==> src/rtl/stream_sel_pkg.sv <==
`default_nettype none
// ============================================================================
// Module      : stream_sel_pkg
// Description : Shared types and constants for the stream selector: FSM state
//               enum, TCON packing widths and the packing zero-fill constant.
// Revision    : 1.0 - initial release
// ============================================================================
package stream_sel_pkg;

    typedef enum logic [1:0] {
        ST_RUN   = 2'd0,
        ST_PEND  = 2'd1,
        ST_BLANK = 2'd2
    } sel_state_t;

    // TCON word width and the per-component width taken from each colour
    localparam int C_TCON_W  = 16;
    localparam int C_TCON_CW = 8;

    // Zero fill inserted by the TCON packing
    localparam logic [1:0] C_PACK_ZFILL = 2'b00;

endpackage
`default_nettype wire

==> src/rtl/tcon_pack.sv <==
`default_nettype none
// ============================================================================
// Module      : tcon_pack
// Description : Combinational TCON packer. Takes the top 8 bits of each DW-bit
//               colour component and splits them over two 16-bit words.
// Revision    : 1.0 - initial release
// ============================================================================
import stream_sel_pkg::*;

module tcon_pack #(
    parameter int DW = 8
) (
    input  logic [DW-1:0]       iR,
    input  logic [DW-1:0]       iG,
    input  logic [DW-1:0]       iB,
    output logic [C_TCON_W-1:0] oWr1_data,
    output logic [C_TCON_W-1:0] oWr2_data
);

    logic [C_TCON_CW-1:0] w_r8;
    logic [C_TCON_CW-1:0] w_g8;
    logic [C_TCON_CW-1:0] w_b8;

    assign w_r8 = iR[DW-1 -: C_TCON_CW];
    assign w_g8 = iG[DW-1 -: C_TCON_CW];
    assign w_b8 = iB[DW-1 -: C_TCON_CW];

    // Green is split: upper five bits ride with red, lower three with blue
    assign oWr1_data = {1'b0, w_g8[7:3], w_r8, C_PACK_ZFILL};
    assign oWr2_data = {1'b0, w_g8[2:0], C_PACK_ZFILL, w_b8, C_PACK_ZFILL};

endmodule
`default_nettype wire

==> src/rtl/stream_selector.sv <==
`default_nettype none
// ============================================================================
// Module      : stream_selector
// Description : Selects one of N_CH RGB pixel streams for a TCON. Channel
//               switches are deferred to the next frame start and followed by
//               BLANK_CYC cycles of suppressed output. Two-cycle latency.
//               Optional: define STREAM_SELECTOR_STATS_EN to add oFrame_pix,
//               the valid-pixel count of the previous frame.
// Revision    : 1.0 - initial release
// ============================================================================
import stream_sel_pkg::*;

module stream_selector #(
    parameter int              N_CH      = 4,
    parameter int              DW        = 8,
    parameter logic [N_CH-1:0] MONO_MASK = 4'b1110,
    parameter int              BLANK_CYC = 16
) (
    input  logic                        iClk,
    input  logic                        iRst,
    input  logic [$clog2(N_CH+1)-1:0]   iSelect,
    input  logic                        iFrame_start,
    input  logic [N_CH-1:0]             iValid,
    input  logic [N_CH*3*DW-1:0]        iData,
    output logic [DW-1:0]               oR,
    output logic [DW-1:0]               oG,
    output logic [DW-1:0]               oB,
    output logic                        oWr1_valid,
    output logic                        oWr2_valid,
    output logic [15:0]                 oWr1_data,
    output logic [15:0]                 oWr2_data,
    output logic [$clog2(N_CH+1)-1:0]   oActive,
    output logic                        oSwitching
`ifdef STREAM_SELECTOR_STATS_EN
    ,
    output logic [23:0]                 oFrame_pix
`endif
);

    localparam int          SW      = $clog2(N_CH+1);
    localparam logic [7:0]  C_BLANK = 8'(BLANK_CYC);

    // Stage 1 registers
    logic [SW-1:0]        sel_q;
    logic                 fs_q;
    logic [N_CH-1:0]      valid_q;
    logic [N_CH*3*DW-1:0] data_q;

    // Control state
    sel_state_t  state_q, state_d;
    logic [SW-1:0] act_q, act_d;
    logic [SW-1:0] pend_q, pend_d;
    logic [7:0]    cnt_q, cnt_d;

    // Stage 2 registers
    logic [DW-1:0] r_q, g_q, b_q;
    logic          vld_q;
    logic [15:0]   wr1_q, wr2_q;
    logic [SW-1:0] act_out_q;
    logic          sw_q;

    // Selected, gated pixel feeding stage 2
    logic [DW-1:0] w_pix_r, w_pix_g, w_pix_b;
    logic          w_pix_v;
    logic          w_live;
    logic [15:0]   w_wr1, w_wr2;

    // Stage 1: capture all inputs every cycle
    always_ff @(posedge iClk) begin
        if (iRst) begin
            sel_q   <= '0;
            fs_q    <= 1'b0;
            valid_q <= '0;
            data_q  <= '0;
        end else begin
            sel_q   <= iSelect;
            fs_q    <= iFrame_start;
            valid_q <= iValid;
            data_q  <= iData;
        end
    end

    // Switch control: detect select change, wait for frame start, then blank
    always_comb begin
        state_d = state_q;
        act_d   = act_q;
        pend_d  = pend_q;
        cnt_d   = cnt_q;
        case (state_q)
            ST_RUN: begin
                // A frame start in the same cycle does not complete the switch
                if (sel_q != act_q) begin
                    pend_d  = sel_q;
                    state_d = ST_PEND;
                end
            end
            ST_PEND: begin
                pend_d = sel_q;
                if (sel_q == act_q) begin
                    state_d = ST_RUN;
                end else if (fs_q) begin
                    act_d   = pend_q;
                    cnt_d   = C_BLANK;
                    state_d = ST_BLANK;
                end
            end
            ST_BLANK: begin
                if (cnt_q <= 8'd1) begin
                    cnt_d   = 8'd0;
                    state_d = ST_RUN;
                end else begin
                    cnt_d = cnt_q - 8'd1;
                end
            end
            default: state_d = ST_RUN;
        endcase
    end

    // Control state registers
    always_ff @(posedge iClk) begin
        if (iRst) begin
            state_q <= ST_RUN;
            act_q   <= '0;
            pend_q  <= '0;
            cnt_q   <= '0;
        end else begin
            state_q <= state_d;
            act_q   <= act_d;
            pend_q  <= pend_d;
            cnt_q   <= cnt_d;
        end
    end

    // Pick the active channel, apply mono expansion and valid gating
    always_comb begin
        w_live  = (state_q != ST_BLANK);
        w_pix_r = '0;
        w_pix_g = '0;
        w_pix_b = '0;
        w_pix_v = 1'b0;
        for (int k = 0; k < N_CH; k++) begin
            if (w_live && (act_q == SW'(k + 1))) begin
                w_pix_v = valid_q[k];
                w_pix_r = data_q[k*3*DW + 2*DW +: DW];
                w_pix_g = data_q[k*3*DW + DW   +: DW];
                w_pix_b = data_q[k*3*DW        +: DW];
                if (MONO_MASK[k]) begin
                    w_pix_g = data_q[k*3*DW + 2*DW +: DW];
                    w_pix_b = data_q[k*3*DW + 2*DW +: DW];
                end
            end
        end
        if (!w_pix_v) begin
            w_pix_r = '0;
            w_pix_g = '0;
            w_pix_b = '0;
        end
    end

    tcon_pack #(
        .DW (DW)
    ) u_tcon_pack (
        .iR        (w_pix_r),
        .iG        (w_pix_g),
        .iB        (w_pix_b),
        .oWr1_data (w_wr1),
        .oWr2_data (w_wr2)
    );

    // Stage 2: register every output
    always_ff @(posedge iClk) begin
        if (iRst) begin
            r_q       <= '0;
            g_q       <= '0;
            b_q       <= '0;
            vld_q     <= 1'b0;
            wr1_q     <= '0;
            wr2_q     <= '0;
            act_out_q <= '0;
            sw_q      <= 1'b0;
        end else begin
            r_q       <= w_pix_r;
            g_q       <= w_pix_g;
            b_q       <= w_pix_b;
            vld_q     <= w_pix_v;
            wr1_q     <= w_wr1;
            wr2_q     <= w_wr2;
            act_out_q <= act_q;
            sw_q      <= (state_q != ST_RUN);
        end
    end

    assign oR         = r_q;
    assign oG         = g_q;
    assign oB         = b_q;
    assign oWr1_valid = vld_q;
    assign oWr2_valid = vld_q;
    assign oWr1_data  = wr1_q;
    assign oWr2_data  = wr2_q;
    assign oActive    = act_out_q;
    assign oSwitching = sw_q;

`ifdef STREAM_SELECTOR_STATS_EN
    logic        fs2_q;
    logic [23:0] pix_cnt_q, pix_cnt_d;
    logic [23:0] frame_pix_q, frame_pix_d;

    // Frame pixel counter aligned with stage 2; the pixel coinciding with
    // the frame start is the first pixel of the new frame
    always_comb begin
        pix_cnt_d   = pix_cnt_q;
        frame_pix_d = frame_pix_q;
        if (fs2_q) begin
            frame_pix_d = pix_cnt_q;
            pix_cnt_d   = {23'd0, vld_q};
        end else if (vld_q && (pix_cnt_q != 24'hFF_FFFF)) begin
            pix_cnt_d = pix_cnt_q + 24'd1;
        end
    end

    // Statistics registers
    always_ff @(posedge iClk) begin
        if (iRst) begin
            fs2_q       <= 1'b0;
            pix_cnt_q   <= '0;
            frame_pix_q <= '0;
        end else begin
            fs2_q       <= fs_q;
            pix_cnt_q   <= pix_cnt_d;
            frame_pix_q <= frame_pix_d;
        end
    end

    assign oFrame_pix = frame_pix_q;
`endif

endmodule
`default_nettype wire

==> config.mk <==
export PLATFORM = sky130hd
export DESIGN_NAME = stream_selector
export DESIGN_NICKNAME = d
export VERILOG_FILES = /design/src/rtl/stream_sel_pkg.sv /design/src/rtl/tcon_pack.sv /design/src/rtl/stream_selector.sv
export SDC_FILE = /design/constraint.sdc
export NUM_CORES = 1
export LEC_CHECK = 0
export BUFFER_PORTS_ARGS = -buffer_cell sky130_fd_sc_hd__clkbuf_2
export CORE_AREA = 3 3 96 98
export DETAILED_ROUTE_END_ITERATION = 16
export DIE_AREA = 0 0 99 101
export GPL_ROUTABILITY_DRIVEN = 1
export PLACE_DENSITY = 0.77
export SETUP_SLACK_MARGIN = 0.02
export SYNTH_ARGS = -nofsm -noshare
export SYNTH_HDL_FRONTEND = slang
export SYNTH_SLANG_ARGS = --single-unit
==> constraint.sdc <==
create_clock -name iClk -period 2.35 [get_ports iClk]
set_input_delay 0.3525 -clock iClk [delete_from_list [all_inputs] [get_ports iClk]]
set_output_delay 0.3525 -clock iClk [all_outputs]
set_load 0.03 [all_outputs]
Word level (Yosys, flattened, before mapping):

Cells that the tools add are included.

* register bits after elaboration: 181
* input bits: 106

* equality and inequality tests: 14
* muxes and demuxes: 30
* $add $sub $neg: 1
* order comparisons: 1
* reductions and logical operators: 12
* bitwise logic cells: 1

Operators by type and width (count)
* two-way mux 8 bit: 18
* case mux 8 bit (2 select lines): 1
* != test 2 bit, second input constant: 5
* AND reduction 3 bit: 3
* less-or-equal comparator 8 x 1 -> 1 bit, second input constant: 1
* two-way mux 2 bit: 4
* subtractor 8 x 1 -> 8 bit, second input constant: 1
* equality test 3 x 2 -> 1 bit, second input constant: 2
* case mux 2 bit (3 select lines): 1
* case mux 3 bit (2 select lines): 1
* nonzero test 2 bit: 3
* logical AND 1 bit: 4
* two-way mux 1 bit: 4
* equality test 3 x 1 -> 1 bit, second input constant: 1
* equality test 3 bit: 1
* equality test 3 bit, second input constant: 1
* two-way mux 3 bit: 1
* != test 3 bit: 1
* != test 3 bit, second input constant: 1
* equality test 2 x 1 -> 1 bit, second input constant: 1
* equality test 2 bit, second input constant: 1
* zero test 2 bit: 1
* AND reduction 2 bit: 1
* NOT 1 bit: 1

Logic depth before layout (Yosys ltp):

Gate-level depths: netlist of run 1.

* depth after elaboration: 7
* mapped depth: 6
* mapped depth without buffers: 6

Modules after synthesis:

A second synthesis of run 1 with hierarchy kept.

* cell total of the unflattened synthesis: 495
* area total of the unflattened synthesis: 5295.1 um^2

By module, submodules not included
* stream_selector: sequential area each 2662.6 um^2, instances 1, cells each 462, area each 5051.1 um^2
* tcon_pack: sequential area each 0.0 um^2, instances 1, cells each 33, area each 244.0 um^2

Worst setup path before layout of run 1:

No wires, ideal clock.

* path type: register to register
* from: reg cnt_q[2]
* to: reg cnt_q[6]
* data required time: 2228 ps
* path buffers: 1
* period minus slack after synthesis: 1707 ps
* cell stages (with the launch flop): 6
* data arrival time: 1586 ps
* slack: 643 ps
* library setup time: 122 ps
* path through: dfxtp_1 -> or4_4 -> buf_6 -> o31ai_4 -> nor2_2 -> a221o_1

* longest elaborated chain between the ends: 3
* elaborated cells on any way between the ends: 4
* classes of those cells: add/sub (1); order compare (1); mux (2)

Ends and longest elaborated chain
* start: declaration: line stream_selector.sv:53 `logic [7:0] cnt_q, cnt_d;`
* start signal: assignment: line stream_selector.sv:130 `cnt_q <= cnt_d;`
* subtractor 8 x 1 -> 8 bit / less-or-equal comparator 8 x 1 -> 1 bit (equally long branches): line stream_selector.sv:112, stream_selector.sv:108
* two-way mux 8 bit (*): line stream_selector.sv:108 `if (cnt_q <= 8'd1) begin`
* case mux 8 bit (2 select lines) (*): line stream_selector.sv:89 `case (state_q)`

Mark *: on every way between the ends. The rest lies on a longest branch, timed or not.
A chain may end at the register's enable or synchronous reset.

Worst setup path in the final report of run 1:

* from: reg cnt_q[0]
* to: reg cnt_q[0]

Same word-level chain as after synthesis.

==> results of run 1 <==
==> cell families (layout without fill, tap and decap cells) <==
group | after synthesis | in the layout | share of synthesized area
other | 1 | 8 | 0.000963
buffers and inverters | 87 | 164 | 0.118
DFF | 101 | 101 | 0.519
muxes | 8 | 8 | 0.0209
AOI/OAI and AO/OA | 76 | 76 | 0.124
xor gates and xnor gates | 6 | 6 | 0.0135
and+or+nand+nor | 134 | 134 | 0.197
adders and majority gates | 2 | 2 | 0.00642
==> layout make-up <==
cell class,count,share of cell area
Clock buffer,9,0.0275
Timing Repair Buffer,117,0.133
Inverter,31,0.0258
Clock inverter,7,0.0147
Tap cell,108,0.0300
Sequential cell,101,0.449
Multi-Input combinational cell,234,0.320
==> flip-flops by register name (all words and copies together), names as in the netlist, 2 cells and up <==
signal	flops
oG	8
sel_q	3
oActive	3
cnt_q	8
oB	7
data_q	48
act_q	3
pend_q	3
state_q	2
oR	7
valid_q	4
==> stage by stage <==
stage	total power (uW)	cells	instance area [sq um]	hold slack, ps	util
floorplan	1960	422	3920	460	-
global placement	2010	591	4320	472	0.505
detailed placement	2020	591	4320	483	0.505
CTS	3040	607	4510	177	0.527
global route	3130	607	4510	182	0.527
finish	3010	607	4510	186	0.527
==> per-layer routing <==
metal / vias to the layer above / track usage / share of wire
met2: 85 / 0.260 / 0.48
met4: 0 / 0.0851 / 0.028
met3: 13 / 0.0298 / 0.052
li1: 1463 / - / -
met5: - / 0 / 0
met1: 1254 / 0.191 / 0.44
==> where the power goes <==
| part | total (uW) | internal [uW] | switching (uW) | leakage, uW |
|---|---|---|---|---|
| Combinational | 187 | 87.1 | 99.8 | 0.00103 |
| Sequential | 1790 | 1770 | 20.3 | 0.000830 |
| Clock | 1030 | 413 | 621 | 0.0000982 |
==> critical path: stages, from the launching register on <==
cell	delay (ps)
dfxtp_1	420
inv_1	90
ha_1	260
o21bai_1	470
o31ai_4	90
nor2_2	240
mux2_2	210
==> worst max path at each step <==
stage                          end  slack (ps)
after floorplan           cnt_q[6]         640
after global placement    cnt_q[6]         590
after detailed placement  cnt_q[0]         540
after CTS                 cnt_q[0]         520
after global routing      cnt_q[6]         400
final                     cnt_q[0]         520
==> cells in the mapped netlist, types with 2 or more instances <==
master    number
a21oi_1       34
a22o_1         4
buf_1          3
buf_2          2
buf_4         33
clkbuf_1      17
dfxtp_1      101
ha_1           2
inv_1         30
mux2i_1        7
nand2_1       10
nand3b_1      18
nor2_1        35
nor2b_1       61
o21ai_0       24
o31ai_1        2
xnor2_1        3
xor2_1         3
==> impl_metrics.env, run 1 <==
export IMPL_cts_tree="done"
export IMPL_total_i_o_pin_count=168
export IMPL_synth_seq_cells=101
export IMPL_maxSlewHeadroom=0.587
export IMPL_die_w_um=99
export IMPL_initial_antenna_violation_count=0
export IMPL_dpl_hpwl_um=5910
export IMPL_yosys_warnings=0
export IMPL_cts_hold_buf=0
export IMPL_clk_pin_slew_worst_paths_ps=100
export IMPL_setup_tns_ps=0
export IMPL_fp_row_count=34
export IMPL_drive_above_1_share=0.287
export IMPL_clock_sinks=101
export IMPL_ctsLongestPathBuffers=2
export IMPL_required_ps=2660
export IMPL_globalRouteTotalUtil=0.156
export IMPL_antenna_violating_nets_left=0
export IMPL_routed_wire_length_per_instance_um=12.8
export IMPL_netlist_area_leader_share=0.519
export IMPL_cts_resized_gates=0
export IMPL_min_to="sel_q[2]"
export IMPL_syn_avg_cell_area_sq_um=9.39
export IMPL_fill_cells=766
export IMPL_ff_latch_area_sq_um=2020
export IMPL_grt_first_pass_wirelength_um=12200
export IMPL_layout_nets=602
export IMPL_layout_cells_most_common_list="clkbuf_2 (111), dfxtp_1 (101), nor2b_1 (61)"
export IMPL_post_synth_num_cell_types=44
export IMPL_clockRootBuffer="clkbuf_8"
export IMPL_vdd_ir_drop_worst_v=0.000360
export IMPL_outcome="complete, no violations"
export IMPL_synth_main_ff_cell="dfxtp_1"
export IMPL_fin_crit_ps=1830
export IMPL_areaGrowthSynthToFinish_pct=15.7
export IMPL_tritoncts_buffer_count=9
export IMPL_worst_setup_path_end_kind="register"
export IMPL_multi_input_comb_area_sq_um=1440
export IMPL_grt_remaining_overflow=0
export IMPL_worst_r2r_startpoint="cnt_q[0]"
export IMPL_core_area_sq_um=8550
export IMPL_drv_max_cap_violation_count=0
export IMPL_maxSlewViolCount=0
export IMPL_rsz0062_at_grt="false"
export IMPL_cts_htree_levels=3
export IMPL_critical_path_class="reg2reg"
export IMPL_finalWirelength_um=7760
export IMPL_drt_first_pass_iters=4
export IMPL_detailedRoute_firstIterationViolations=154
export IMPL_timing_worst_slew_pin_value_ps=619
export IMPL_routed_via_density=4.64
export IMPL_max_freq_mhz=548
export IMPL_setup_viol_count_final=0
export IMPL_floorplan_initialDensity=0.456
export IMPL_antenna_cells_inserted=0
export IMPL_worst_r2r_path_depth=6
export IMPL_port_buffers=111
export IMPL_worstSkewPairLatency_ps=370
export IMPL_design_die_area_sq_um=10000
export IMPL_place_gp_congestion=0.877
export IMPL_synth_top_cells_by_area="dfxtp_1 (52%), nor2b_1 (9.8%), buf_4 (6.4%), a21oi_1 (4.4%), nand3b_1 (3.5%)"
export IMPL_detail_route_drc_violations=0
export IMPL_leakage_power_uw=0.00196
export IMPL_hold_class="in2reg"
export IMPL_yosysTopAreaCell="dfxtp_1"
export IMPL_worstPathMaxFanout=6
export IMPL_preCtsSetupSlack_ps=541
export IMPL_worst_endpoint_arrival_ps=2140
export IMPL_dr_total_vias=2815
export IMPL_ys_seq_area_frac=0.519
export IMPL_worst_setup_path_start_kind="register"
export IMPL_synth_enable_flop_cells=0
export IMPL_synth_cell_area_sq_um=3890
export IMPL_worst_slack_ps=524
export IMPL_post_cts_repair_setup_buffers=0
export IMPL_worst_r2r_endpoint="cnt_q[0]"
export IMPL_fin_crit_sh=0.777
export IMPL_grt_start_max_net_pins=54
export IMPL_synthesis_instances=415
export IMPL_synth_async_sr_flop_share=0
export IMPL_p_per_area_nw_per_um2=668
export IMPL_hp_start="iSelect[2]"
export IMPL_fin_skew_ps=8.17
export IMPL_startpoint="cnt_q[0]"
export IMPL_setup_reg_to_reg_worst_slack_ps=520
export IMPL_chipHeight_um=101
export IMPL_layout_cells_most_common="clkbuf_2"
export IMPL_grt_pass1_vias=2609
export IMPL_min_path_cells=2
export IMPL_hold_viol_final=0
Power figures use the tool's default switching activity.
==> run 2: changes to the inputs <==
==> constraint.sdc (replaced) <==
create_clock -name iClk -period 1.8 [get_ports iClk]
set_input_delay 0.27 -clock iClk [delete_from_list [all_inputs] [get_ports iClk]]
set_output_delay 0.27 -clock iClk [all_outputs]
set_load 0.03 [all_outputs]
==> run 2 against run 1 <==
Clock-buffer cell count stayed put; register-to-register slack got worse by 440 ps; combinational power rose by 37%; flip-flop and latch count did not move; design area rose by 2.0%; maximum frequency increased by 6.5%; first-iteration DRC count shrank 45%; clock power grew 41%; largest power group unchanged.
==> impl_metrics.env, run 2 (synthesized netlist as in run 1, its figures left out) <==
export IMPL_dpl_hpwl_um=6150
export IMPL_ctsLongestPathBuffers=2
export IMPL_chipHeight_um=101
export IMPL_worstPathCellList="or4_4, buf_4, o21a_1, a221o_1"
export IMPL_grt_start_max_net_pins=39
export IMPL_outcome="complete, no violations"
export IMPL_worst_r2r_path_depth=4
export IMPL_final_design_area_no_fill_sq_um=4600
export IMPL_hold_class="in2reg"
export IMPL_worstPathMaxFanout=5
export IMPL_fin_crit_sh=0.953
export IMPL_clock_sinks=101
export IMPL_die_w_um=99
export IMPL_largest_register_ff_count=48
export IMPL_dr_total_vias=2877
export IMPL_globalRouteTotalUtil=0.160
export IMPL_fin_skew_ps=8.57
export IMPL_grt_pass1_vias=2719
export IMPL_leakage_power_uw=0.00201
export IMPL_crit_end="cnt_q[6]"
export IMPL_cts_htree_levels=3
export IMPL_worst_path_slowest_cell="or4_4"
export IMPL_placed_area_sq_um=4380
export IMPL_design_die_area_sq_um=10000
export IMPL_required_ps=2050
export IMPL_max_flop_register="data_q"
export IMPL_worst_r2r_endpoint="cnt_q[6]"
export IMPL_fill_cells=782
export IMPL_grt_remaining_overflow=0
export IMPL_antenna_cells_inserted=0
export IMPL_layout_cells_most_common_list="clkbuf_2 (111), dfxtp_1 (101), nor2b_1 (61)"
export IMPL_hold_viol_final=0
export IMPL_routed_wire_length_per_instance_um=13.0
export IMPL_worst_endpoint_arrival_ps=1960
export IMPL_startpoint="cnt_q[3]"
export IMPL_clk_pin_slew_worst_paths_ps=100
export IMPL_worst_setup_path_end_kind="register"
export IMPL_setup_tns_ps=0
export IMPL_finalWirelength_um=8020
export IMPL_cts_tree="done"
export IMPL_worstSkewPairLatency_ps=360
export IMPL_core_area_sq_um=8550
export IMPL_drv_max_cap_violation_count=0
export IMPL_p_per_area_nw_per_um2=879
export IMPL_detail_route_drc_violations=0
export IMPL_worst_r2r_startpoint="cnt_q[3]"
export IMPL_drt_first_pass_iters=4
export IMPL_rsz0062_at_grt="false"
export IMPL_vdd_ir_drop_worst_v=0.000393
export IMPL_maxSlewViolCount=0
export IMPL_routed_via_density=4.68
export IMPL_clockRootBuffer="clkbuf_8"
export IMPL_post_route_util=0.538
export IMPL_fin_crit_ps=1720
export IMPL_antenna_violating_nets_left=0
export IMPL_setup_reg_to_reg_worst_slack_ps=80
export IMPL_total_i_o_pin_count=168
export IMPL_setup_viol_count_final=0
export IMPL_worst_setup_path_start_kind="register"
export IMPL_port_buffers=111
export IMPL_cts_hold_buf=0
export IMPL_drive_above_1_share=0.300
export IMPL_detailedRoute_firstIterationViolations=84
export IMPL_initial_antenna_violation_count=0
export IMPL_critPathMaxStageDelay_ps=610
export IMPL_grt_first_pass_wirelength_um=12600
export IMPL_fp_row_count=34
export IMPL_layout_nets=610
export IMPL_critical_path_class="reg2reg"
export IMPL_floorplan_initialDensity=0.456
export IMPL_place_gp_congestion=0.898
export IMPL_areaGrowthSynthToFinish_pct=18.0
export IMPL_tritoncts_buffer_count=9
export IMPL_layout_cells_most_common="clkbuf_2"
export IMPL_max_freq_mhz=583
==> run 2: cell type report <==
| class | count | area (sq um) | share of cell area |
|---|---|---|---|
| inverters | 31 | 116 | 0.0253 |
| flip-flops and latches | 101 | 2020 | 0.440 |
| clock inverters | 7 | 81.3 | 0.0177 |
| clock buffers | 9 | 124 | 0.0269 |
| repair buffers | 125 | 673 | 0.146 |
| well taps | 108 | 135 | 0.0294 |
| multi-input cells | 234 | 1450 | 0.314 |
==> run 2: power by group <==
group / total (uW) / internal (uW) / switching, uW
logic: 256 / 121 / 136
clock network: 1450 / 665 / 783
registers: 2330 / 2310 / 25.5
==> run 2: repair_timing <==
item	in CTS	in global routing
resized for setup	0	1
buffers inserted	0	1
endpoints found under the setup margin	0	2
==> run 2: worst max-delay path: cells and delay by family, from the launching register on <==
| family | cells | cell delay, ps |
|---|---|---|
| compound gates | 2 | 470 |
| buf+inv | 1 | 180 |
| flops | 1 | 360 |
| simple gates | 1 | 610 |
==> run 2: worst min-delay path by stage <==
stage               startpoint    endpoint  cells past startpoint
global route          iData[5]   data_q[5]                      2
detailed placement   iData[70]  data_q[70]                      2
floorplan             iData[0]   data_q[0]                      1
global placement     pend_q[0]    act_q[0]                      2
CTS                  iData[70]  data_q[70]                      2
finish                iData[5]   data_q[5]                      2
==> run 2: layer usage <==
metal  track usage  wire [um]  vias up
met5             0          0        -
met4        0.0599        123        0
met3        0.0415        537       13
li1              -          -     1473
met2         0.282       4060       86
met1         0.187       3300     1305
==> run 2: metrics by stage <==
stage	hold slack, ps	worst slack, ps	power (uW)	cells
2_1_floorplan	398	92.7	2560	422
3_3_place_gp	473	103	2640	598
3_5_place_dp	487	63.8	2640	598
4_1_cts	100	52.5	4090	614
5_1_grt	105	37.0	4200	615
6_report	114	84.9	4040	615
